===== src/rtl/spi_ram_arbiter.sv =====
`timescale 1ns/1ps
`default_nettype none
// ============================================================================
// Module      : spi_ram_arbiter
// Description : Two-requester arbiter in front of the MappedSPIRAM word
//               interface. Each port latches a one-cycle rd/wr strobe into a
//               slot, holds busy until the RAM transaction finishes, and the
//               FSM serves one slot at a time (round-robin or fixed priority)
//               with an optional WAIT-phase timeout.
// Revision    : 1.0 - initial release
// ============================================================================
module spi_ram_arbiter #(
    parameter int AW         = 20,
    parameter int FIXED_PRIO = 0,
    parameter int TIMEOUT    = 1023
) (
    input  logic          clk,
    input  logic          reset,
    input  logic [AW-1:0] m0_addr,
    input  logic [31:0]   m0_wdata,
    input  logic          m0_rd,
    input  logic          m0_wr,
    output logic [31:0]   m0_rdata,
    output logic          m0_rbusy,
    output logic          m0_wbusy,
    input  logic [AW-1:0] m1_addr,
    input  logic [31:0]   m1_wdata,
    input  logic          m1_rd,
    input  logic          m1_wr,
    output logic [31:0]   m1_rdata,
    output logic          m1_rbusy,
    output logic          m1_wbusy,
    output logic [AW-1:0] ram_addr,
    output logic [31:0]   ram_wdata,
    output logic          ram_rd,
    output logic          ram_wr,
    input  logic [31:0]   ram_rdata,
    input  logic          ram_rbusy,
    input  logic          ram_wbusy,
    output logic [1:0]    grant,
    output logic          err_timeout
);

    // Timeout counter is sized to hold TIMEOUT; a 1-bit dummy when disabled.
    localparam int              c_CW = (TIMEOUT > 0) ? $clog2(TIMEOUT + 1) : 1;
    localparam logic [c_CW-1:0] c_TO = c_CW'(TIMEOUT);

    localparam logic [1:0] c_IDLE  = 2'd0;
    localparam logic [1:0] c_ISSUE = 2'd1;
    localparam logic [1:0] c_WAIT  = 2'd2;

    // Per-port request slots (index 0 = m0, 1 = m1); r_op = 1 means write.
    logic [AW-1:0]   r_addr  [2];
    logic [31:0]     r_wdata [2];
    logic [31:0]     r_rdata [2];
    logic [1:0]      r_op;
    logic [1:0]      r_pend;

    logic [1:0]      r_state;
    logic            r_sel;
    logic            r_cur_op;
    logic            r_last;
    logic [1:0]      r_grant;
    logic [AW-1:0]   r_ram_addr;
    logic [31:0]     r_ram_wdata;
    logic            r_ram_rd;
    logic            r_ram_wr;
    logic [c_CW-1:0] r_cnt;
    logic            r_err;

    logic [AW-1:0]   w_addr_in  [2];
    logic [31:0]     w_wdata_in [2];
    logic [1:0]      w_rd_in;
    logic [1:0]      w_wr_in;
    logic            w_ram_busy;
    logic            w_done;
    logic            w_abort;
    logic [1:0]      w_clr;
    logic [1:0]      w_acc;
    logic            w_pick;

    assign w_addr_in[0]  = m0_addr;
    assign w_addr_in[1]  = m1_addr;
    assign w_wdata_in[0] = m0_wdata;
    assign w_wdata_in[1] = m1_wdata;
    assign w_rd_in       = {m1_rd, m0_rd};
    assign w_wr_in       = {m1_wr, m0_wr};

    assign w_ram_busy = ram_rbusy | ram_wbusy;
    assign w_done     = (r_state == c_WAIT) && !w_ram_busy;
    assign w_abort    = (TIMEOUT != 0) && (r_state == c_WAIT) && w_ram_busy && (r_cnt == c_TO);
    assign w_clr      = (w_done || w_abort) ? (r_sel ? 2'b10 : 2'b01) : 2'b00;

    // A strobe is accepted when the slot is free or is being released this edge.
    assign w_acc = (w_rd_in | w_wr_in) & (~r_pend | w_clr);

    // Slot selection: a lone pending slot wins, a tie goes by priority mode.
    always_comb begin
        w_pick = 1'b0;
        if (r_pend == 2'b10) begin
            w_pick = 1'b1;
        end else if (r_pend == 2'b11) begin
            w_pick = (FIXED_PRIO != 0) ? 1'b0 : ~r_last;
        end
    end

    // Request capture per port; a write strobe overrides a simultaneous read.
    always_ff @(posedge clk) begin
        if (reset) begin
            r_pend <= 2'b00;
            r_op   <= 2'b00;
            for (int n = 0; n < 2; n++) begin
                r_addr[n]  <= '0;
                r_wdata[n] <= '0;
            end
        end else begin
            for (int n = 0; n < 2; n++) begin
                if (w_acc[n]) begin
                    r_addr[n]  <= w_addr_in[n];
                    r_wdata[n] <= w_wdata_in[n];
                    r_op[n]    <= w_wr_in[n];
                    r_pend[n]  <= 1'b1;
                end else if (w_clr[n]) begin
                    r_pend[n]  <= 1'b0;
                end
            end
        end
    end

    // Downstream sequencer: IDLE picks a slot, ISSUE strobes the RAM, WAIT
    // tracks RAM busy and retires (or aborts) the granted request.
    always_ff @(posedge clk) begin
        if (reset) begin
            r_state     <= c_IDLE;
            r_sel       <= 1'b0;
            r_cur_op    <= 1'b0;
            r_last      <= 1'b1;
            r_grant     <= 2'b00;
            r_ram_addr  <= '0;
            r_ram_wdata <= '0;
            r_ram_rd    <= 1'b0;
            r_ram_wr    <= 1'b0;
            r_cnt       <= '0;
            r_err       <= 1'b0;
            r_rdata[0]  <= '0;
            r_rdata[1]  <= '0;
        end else begin
            r_ram_rd <= 1'b0;
            r_ram_wr <= 1'b0;
            case (r_state)
                c_IDLE: begin
                    if (r_pend != 2'b00) begin
                        r_sel       <= w_pick;
                        r_cur_op    <= r_op[w_pick];
                        r_ram_addr  <= r_addr[w_pick];
                        r_ram_wdata <= r_wdata[w_pick];
                        r_grant     <= w_pick ? 2'b10 : 2'b01;
                        r_ram_rd    <= ~r_op[w_pick];
                        r_ram_wr    <= r_op[w_pick];
                        r_state     <= c_ISSUE;
                    end
                end
                c_ISSUE: begin
                    r_cnt   <= '0;
                    r_state <= c_WAIT;
                end
                c_WAIT: begin
                    if (w_done) begin
                        if (!r_cur_op) begin
                            r_rdata[r_sel] <= ram_rdata;
                        end
                        r_last  <= r_sel;
                        r_grant <= 2'b00;
                        r_state <= c_IDLE;
                    end else if (w_abort) begin
                        if (!r_cur_op) begin
                            r_rdata[r_sel] <= 32'hFFFF_FFFF;
                        end
                        r_err   <= 1'b1;
                        r_last  <= r_sel;
                        r_grant <= 2'b00;
                        r_state <= c_IDLE;
                    end else begin
                        r_cnt <= r_cnt + 1'b1;
                    end
                end
                default: begin
                    r_state <= c_IDLE;
                end
            endcase
        end
    end

    assign m0_rdata    = r_rdata[0];
    assign m1_rdata    = r_rdata[1];
    assign m0_rbusy    = r_pend[0] & ~r_op[0];
    assign m0_wbusy    = r_pend[0] &  r_op[0];
    assign m1_rbusy    = r_pend[1] & ~r_op[1];
    assign m1_wbusy    = r_pend[1] &  r_op[1];
    assign ram_addr    = r_ram_addr;
    assign ram_wdata   = r_ram_wdata;
    assign ram_rd      = r_ram_rd;
    assign ram_wr      = r_ram_wr;
    assign grant       = r_grant;
    assign err_timeout = r_err;

endmodule
`default_nettype wire


===== config.mk =====
export PLATFORM = sky130hd
export DESIGN_NAME = spi_ram_arbiter
export DESIGN_NICKNAME = d
export VERILOG_FILES = /design/src/rtl/spi_ram_arbiter.sv
export SDC_FILE = /design/constraint.sdc
export NUM_CORES = 1
export LEC_CHECK = 0
export CAP_MARGIN = 20
export CORE_UTILIZATION = 25
export DETAILED_ROUTE_END_ITERATION = 6
export REMOVE_ABC_BUFFERS = 1
export SLEW_MARGIN = 0
export SYNTH_ARGS = -nofsm -noshare
export SYNTH_HDL_FRONTEND = slang
export SYNTH_SLANG_ARGS = --single-unit

===== constraint.sdc =====
create_clock -name clk -period 8.6 [get_ports clk]
set_clock_uncertainty 0.2 [all_clocks]
set_input_delay 1.72 -clock clk [delete_from_list [all_inputs] [get_ports clk]]
set_output_delay 1.72 -clock clk [all_outputs]
set_load 0.1 [all_outputs]

# Word level (Yosys, flattened, before mapping)
# Memories as Yosys holds them, arrays and structs flattened. A register that Yosys moved wholly into a read port is not among the register bits.
# Index checks and enable logic that the tools add are counted.
dict set report totals {
  ff_bits 24
  mem_bits_rw 168
  input_bits 144
  output_inout_bits 125
  elab_cells 116
  n_memories 3
}
# memory depth word_bits rd rd_clocked_by_memory_dff wr line_no
set memory_table {}
lappend memory_table {r_rdata 2 32 2 0 2 55} ;# logic [31:0] r_rdata [2];
lappend memory_table {r_wdata 2 32 1 1 2 54} ;# logic [31:0] r_wdata [2];
lappend memory_table {r_addr 2 20 1 1 2 53} ;# logic [AW-1:0] r_addr [2];
dict set report op_classes {
  addsub 1
  magnitude_cmp 1
  n_eq_ne 9
  mux 48
  bitwise_logic 21
  reduce_logical 20
}
# op n
set op_table {}
lappend op_table {{32-bit two-way mux} 4}
lappend op_table {{20-bit two-way mux} 2}
lappend op_table {{32-bit OR reduction} 1}
lappend op_table {{1-bit two-way mux} 30}
lappend op_table {{10-bit two-way mux} 2}
lappend op_table {{10-bit case mux with 2 select lines} 1}
lappend op_table {{2-bit two-way mux} 7}
lappend op_table {{2-bit nonzero test} 6}
lappend op_table {{10-bit by 1-bit adder with 10-bit output, second input constant} 1}
lappend op_table {{10-bit equality test, second input constant} 1}
lappend op_table {{3-bit AND reduction} 3}
lappend op_table {{1-bit NOT} 7}
lappend op_table {{2-bit equality test, second input constant} 3}
lappend op_table {{2-bit != test, second input constant} 3}
lappend op_table {{1-bit bitwise OR} 6}
lappend op_table {{2-bit case mux with 3 select lines} 1}
lappend op_table {{2-bit AND reduction} 3}
lappend op_table {{1-bit bitwise AND} 4}
lappend op_table {{2-bit bitwise OR} 2}
lappend op_table {{2-bit case mux with 2 select lines} 1}
lappend op_table {{1-bit logical AND} 3}
lappend op_table {{3-bit != test, second input constant} 1}
lappend op_table {{3-bit OR reduction} 1}
lappend op_table {{2-bit bitwise AND} 1}
lappend op_table {{6 further kinds} 6}

# Depth between registers and ports, before layout
dict set report logic_depth {
  word_depth 11
  mapped_depth 8
}

# Worst setup path before layout
# OpenSTA, ideal clock, no wires.
dict set report synth_timing {
  path_type {input -> register}
  startpoint {input ram_wbusy}
  endpoint {memory r_rdata[1][0], enable pin}
  setup_ns 0.466
  arrival_time_ns 4.654
  required_time_ns 7.934
  setup_slack_ns 3.281
  stages 5
  path_buffers 1
  path_cell_list {nor2_1 > o21ai_1 > nand2b_1 > clkbuf_1 > o21ai_0}
}
# item line_no
set synth_rtl {}
lappend synth_rtl {{from (decl)} 39} ;# input logic ram_wbusy,
lappend synth_rtl {{to (decl)} 55}

# Worst setup path after layout
dict set report layout_timing {
  startpoint {register r_pend[0]}
  endpoint {output m0_rbusy}
}
dict set report layout_between {
  elab_chain_len 1
}
# item line_no
set layout_lines {}
lappend layout_lines {{from (decl)} 57} ;# logic [1:0] r_pend;
lappend layout_lines {{from (signal assigned)} 110} ;# r_pend <= 2'b00;
lappend layout_lines {{from (signal, indexed assignment)} 122} ;# r_pend[n] <= 1'b1;
lappend layout_lines {{from (signal, indexed assignment)} 124} ;# r_pend[n] <= 1'b0;
lappend layout_lines {{1-bit bitwise AND} 196} ;# assign m0_rbusy = r_pend[0] & ~r_op[0];
lappend layout_lines {{to (decl)} 24} ;# output logic m0_rbusy,
# Every way passes these cells.

==> impl_metrics.toml <==
[cells_and_area]
layout-drive-gt1-share_pct = 6.56
multi_input_area_um2 = 2940
finalInstanceArea_um2 = 13800
final_nets = 1177
postLayoutCoreUtil_pct = 36.5
final_cell_mix = "sky130_fd_sc_hd__clkdlybuf4s50_1 (267), sky130_fd_sc_hd__edfxtp_1 (168), sky130_fd_sc_hd__and2_1 (106)"
final_common_cell = "sky130_fd_sc_hd__clkdlybuf4s50_1"
insertedDiodeCount = 0
filler_cell_count = 3723
syn_to_final_growth_pct = 42.7
seq_area_um2 = 6570

[drt]
route.final.wire_length_um = 26100
drc = 0
wirelength_met1_um = 10800
antenna_violating_nets_post_route = 0
wl_met2_um = 12400
viasPerCell = 4.41
vias = 6892
route.detailed.wl_per_inst_um = 16.7
drt_pass1_iterations = 5
drt_first_iter_violations = 273
met3_length_um = 2360
highest_routing_layer_actually_used = "met4"

[sta]
period_needed_ns = 4.34
max_slew.worst_pin.slew_ns = 1.12
achievable-frequency_mhz = 231
slew-limit-headroom_pct = 25.1
finalMaxSlewViolations = 0
setup_slack_ns = 4.26
grt_setup_unrepaired = "no"
final_min_period_over_clock_period_pct = 50.4
finalHoldViolations = 0
setup_tns_ns = 0
finalSetupViolCount = 0

[worst_setup_path]
r2r_cells = 7
worst-endpoint-required_ns = 6.68
critical_path_class = "reg -> out"
crit_path_start_kind = "flip-flop"
arrival_ns = 2.42
critPathMaxFanout = 7
worst_setup_path_end_kind = "output port"

[pwr]
total_leakage_power_nw = 4.85
p_per_area_nw_per_um2 = 238
vdd.ir_drop.worst_uv = 167

[grt]
antenna_found_initial = 0
wire_length_of_the_first_global_routing_pass_um = 38900
congestion_overflow_gr = 0
track_usage_pct = 12.9
first_global_vias = 6902
grt_max_degree = 105

[place]
hpwl_um = 16900
dpl_cell_area_um2 = 12900
pre_cts_slack_ns = 3.93
routabilityCongestion = 0.811
placement.io_buffers = 268

[cts]
postCtsResizedCells = 0
cts_tree = "built"
clkTransAtPathRegs_ns = 0.06
clock_latency_ns = 0.54
cts_made_buffers = 28
ctsHtreeMaxLevel = 1
cts_max_path_buffers = 3
clock-sinks = 244
hold_buffers = 0
cts.repair_timing.setup_buffer_count = 0
cts_root_buf = "sky130_fd_sc_hd__clkbuf_16"

[floorplan]
placementRows = 71
design.portCount = 269
fp.dieW_um = 199
die_height_um = 199
die-area_um2 = 39600
core_region_area_um2 = 37900
start_util_pct = 25.6

[synthesis]
async_flop_share_pct = 0
postSynthCellCount = 775
synth_simple_gate_area_share_pct = 15.8
synth_compound_area_share_pct = 7.49
synth.distinct_cells = 40
seq_area_frac_synth_pct = 67.7
post_synth_xor_area_fraction_pct = 0.542
synth_mux_area_share_pct = 5.47
yosys_warnings = 0
synth_top_family_by_area = "simple AND/OR/NAND/NOR gates"
dominantRegCellSynth = "sky130_fd_sc_hd__edfxtp_1"
yosys_register_bits = 244
post_synth_fa_ha_maj_area_fraction_pct = 0.129
post_synth.cell_area_avg_um2 = 12.5
post_synth_instance_area_um2 = 9700
number_of_synthesized_flops_with_an_enable_pin = 168

[flow_run]
timing.max_cap.violations = 0

[run_status]
status = "completed"

[min_path]
min_path_cells = 2
hold_class = "reg -> reg"
## worst max-delay path, stage by stage, from the launching register on
cell and delay [ns]:
sky130_fd_sc_hd__dfxtp_1 0.55, sky130_fd_sc_hd__nor2b_1 0.19, sky130_fd_sc_hd__clkdlybuf4s50_1 1.14
## layer usage
metal / global-route usage [%] / up-vias
met5: 0 / -
met4: 3.22 / 0
met3: 4.07 / 40
met2: 21.9 / 308
met1: 15.6 / 3239
li1: - / 3305
## logic make-up after synthesis
family	after synthesis
AND/OR/NAND/NOR	300
flip-flops	244
AO/OA/AOI/OAI	115
buffers and inverters	56
multiplexers	53
XOR/XNOR	6
adder cells (fa/ha/maj)	1
## path summary, 6_finish.rpt
path | startpoint | end | slack [ns]
worst max-delay path | r_pend[0] | m0_rbusy | 4.26
worst min-delay path | err_timeout | err_timeout | 0.27
worst max register to register | r_cnt[0] | r_rdata[0][13] | 5.36
worst min register to register | err_timeout | err_timeout | 0.27
## report_power, final
part	total [mW]	switching, mW	internal (mW)	leakage [nW]
Combinational	0.743	0.533	0.210	1.99
Clock	1.15	0.474	0.676	0.437
Sequential	1.41	0.0459	1.36	2.42
Total	3.30	1.05	2.25	4.85
## sequential cells by signal (all words and copies together), names as in the netlist
name,cells
r_rdata,64
r_wdata,64
r_addr,40
ram_wdata,32
ram_addr,20
r_cnt,10
grant,2
r_op,2
r_pend,2
r_state,2
err_timeout,1
r_cur_op,1
r_last,1
r_sel,1
ram_rd,1
ram_wr,1
## final cells by class
type                            instances  share of cell area [%]
Tap cell                              511                    4.62
Timing Repair Buffer                  281                    20.3
Clock buffer                           37                    5.75
Inverter                                2                  0.0542
Sequential cell                       244                    47.4
Multi-Input combinational cell        475                    21.2
Clock inverter                         13                   0.678
## cell usage after synthesis (3+ instances only)
library cell | n | area, um2
sky130_fd_sc_hd__xnor2_1 | 5 | 43.8
sky130_fd_sc_hd__nor2b_1 | 4 | 25.0
sky130_fd_sc_hd__nand2_1 | 16 | 60.1
sky130_fd_sc_hd__o21ai_0 | 39 | 195
sky130_fd_sc_hd__a21oi_1 | 11 | 55.1
sky130_fd_sc_hd__nor2_1 | 106 | 398
sky130_fd_sc_hd__a211oi_1 | 53 | 398
sky130_fd_sc_hd__mux2i_1 | 53 | 531
sky130_fd_sc_hd__o21ai_1 | 4 | 20.0
sky130_fd_sc_hd__buf_6 | 7 | 78.8
sky130_fd_sc_hd__buf_2 | 9 | 45.0
sky130_fd_sc_hd__nand3_1 | 6 | 30.0
sky130_fd_sc_hd__buf_1 | 4 | 15.0
sky130_fd_sc_hd__dfxtp_1 | 76 | 1520
sky130_fd_sc_hd__nand2b_1 | 3 | 18.8
sky130_fd_sc_hd__and2_1 | 106 | 663
sky130_fd_sc_hd__nor3_1 | 40 | 200
sky130_fd_sc_hd__clkbuf_1 | 34 | 128
sky130_fd_sc_hd__nor4_1 | 6 | 37.5
sky130_fd_sc_hd__edfxtp_1 | 168 | 5040
## stage by stage
stage          hold WS [ns]  power (mW)  instances
4_1_cts               0.272        3.35       1562
6_report              0.267        3.30       1563
3_5_place_dp          0.258        2.18       1512
5_1_grt               0.312        3.43       1563
2_1_floorplan         0.225        1.95        721
3_3_place_gp          0.248        2.17       1511
(Power assumes the default switching activity.)
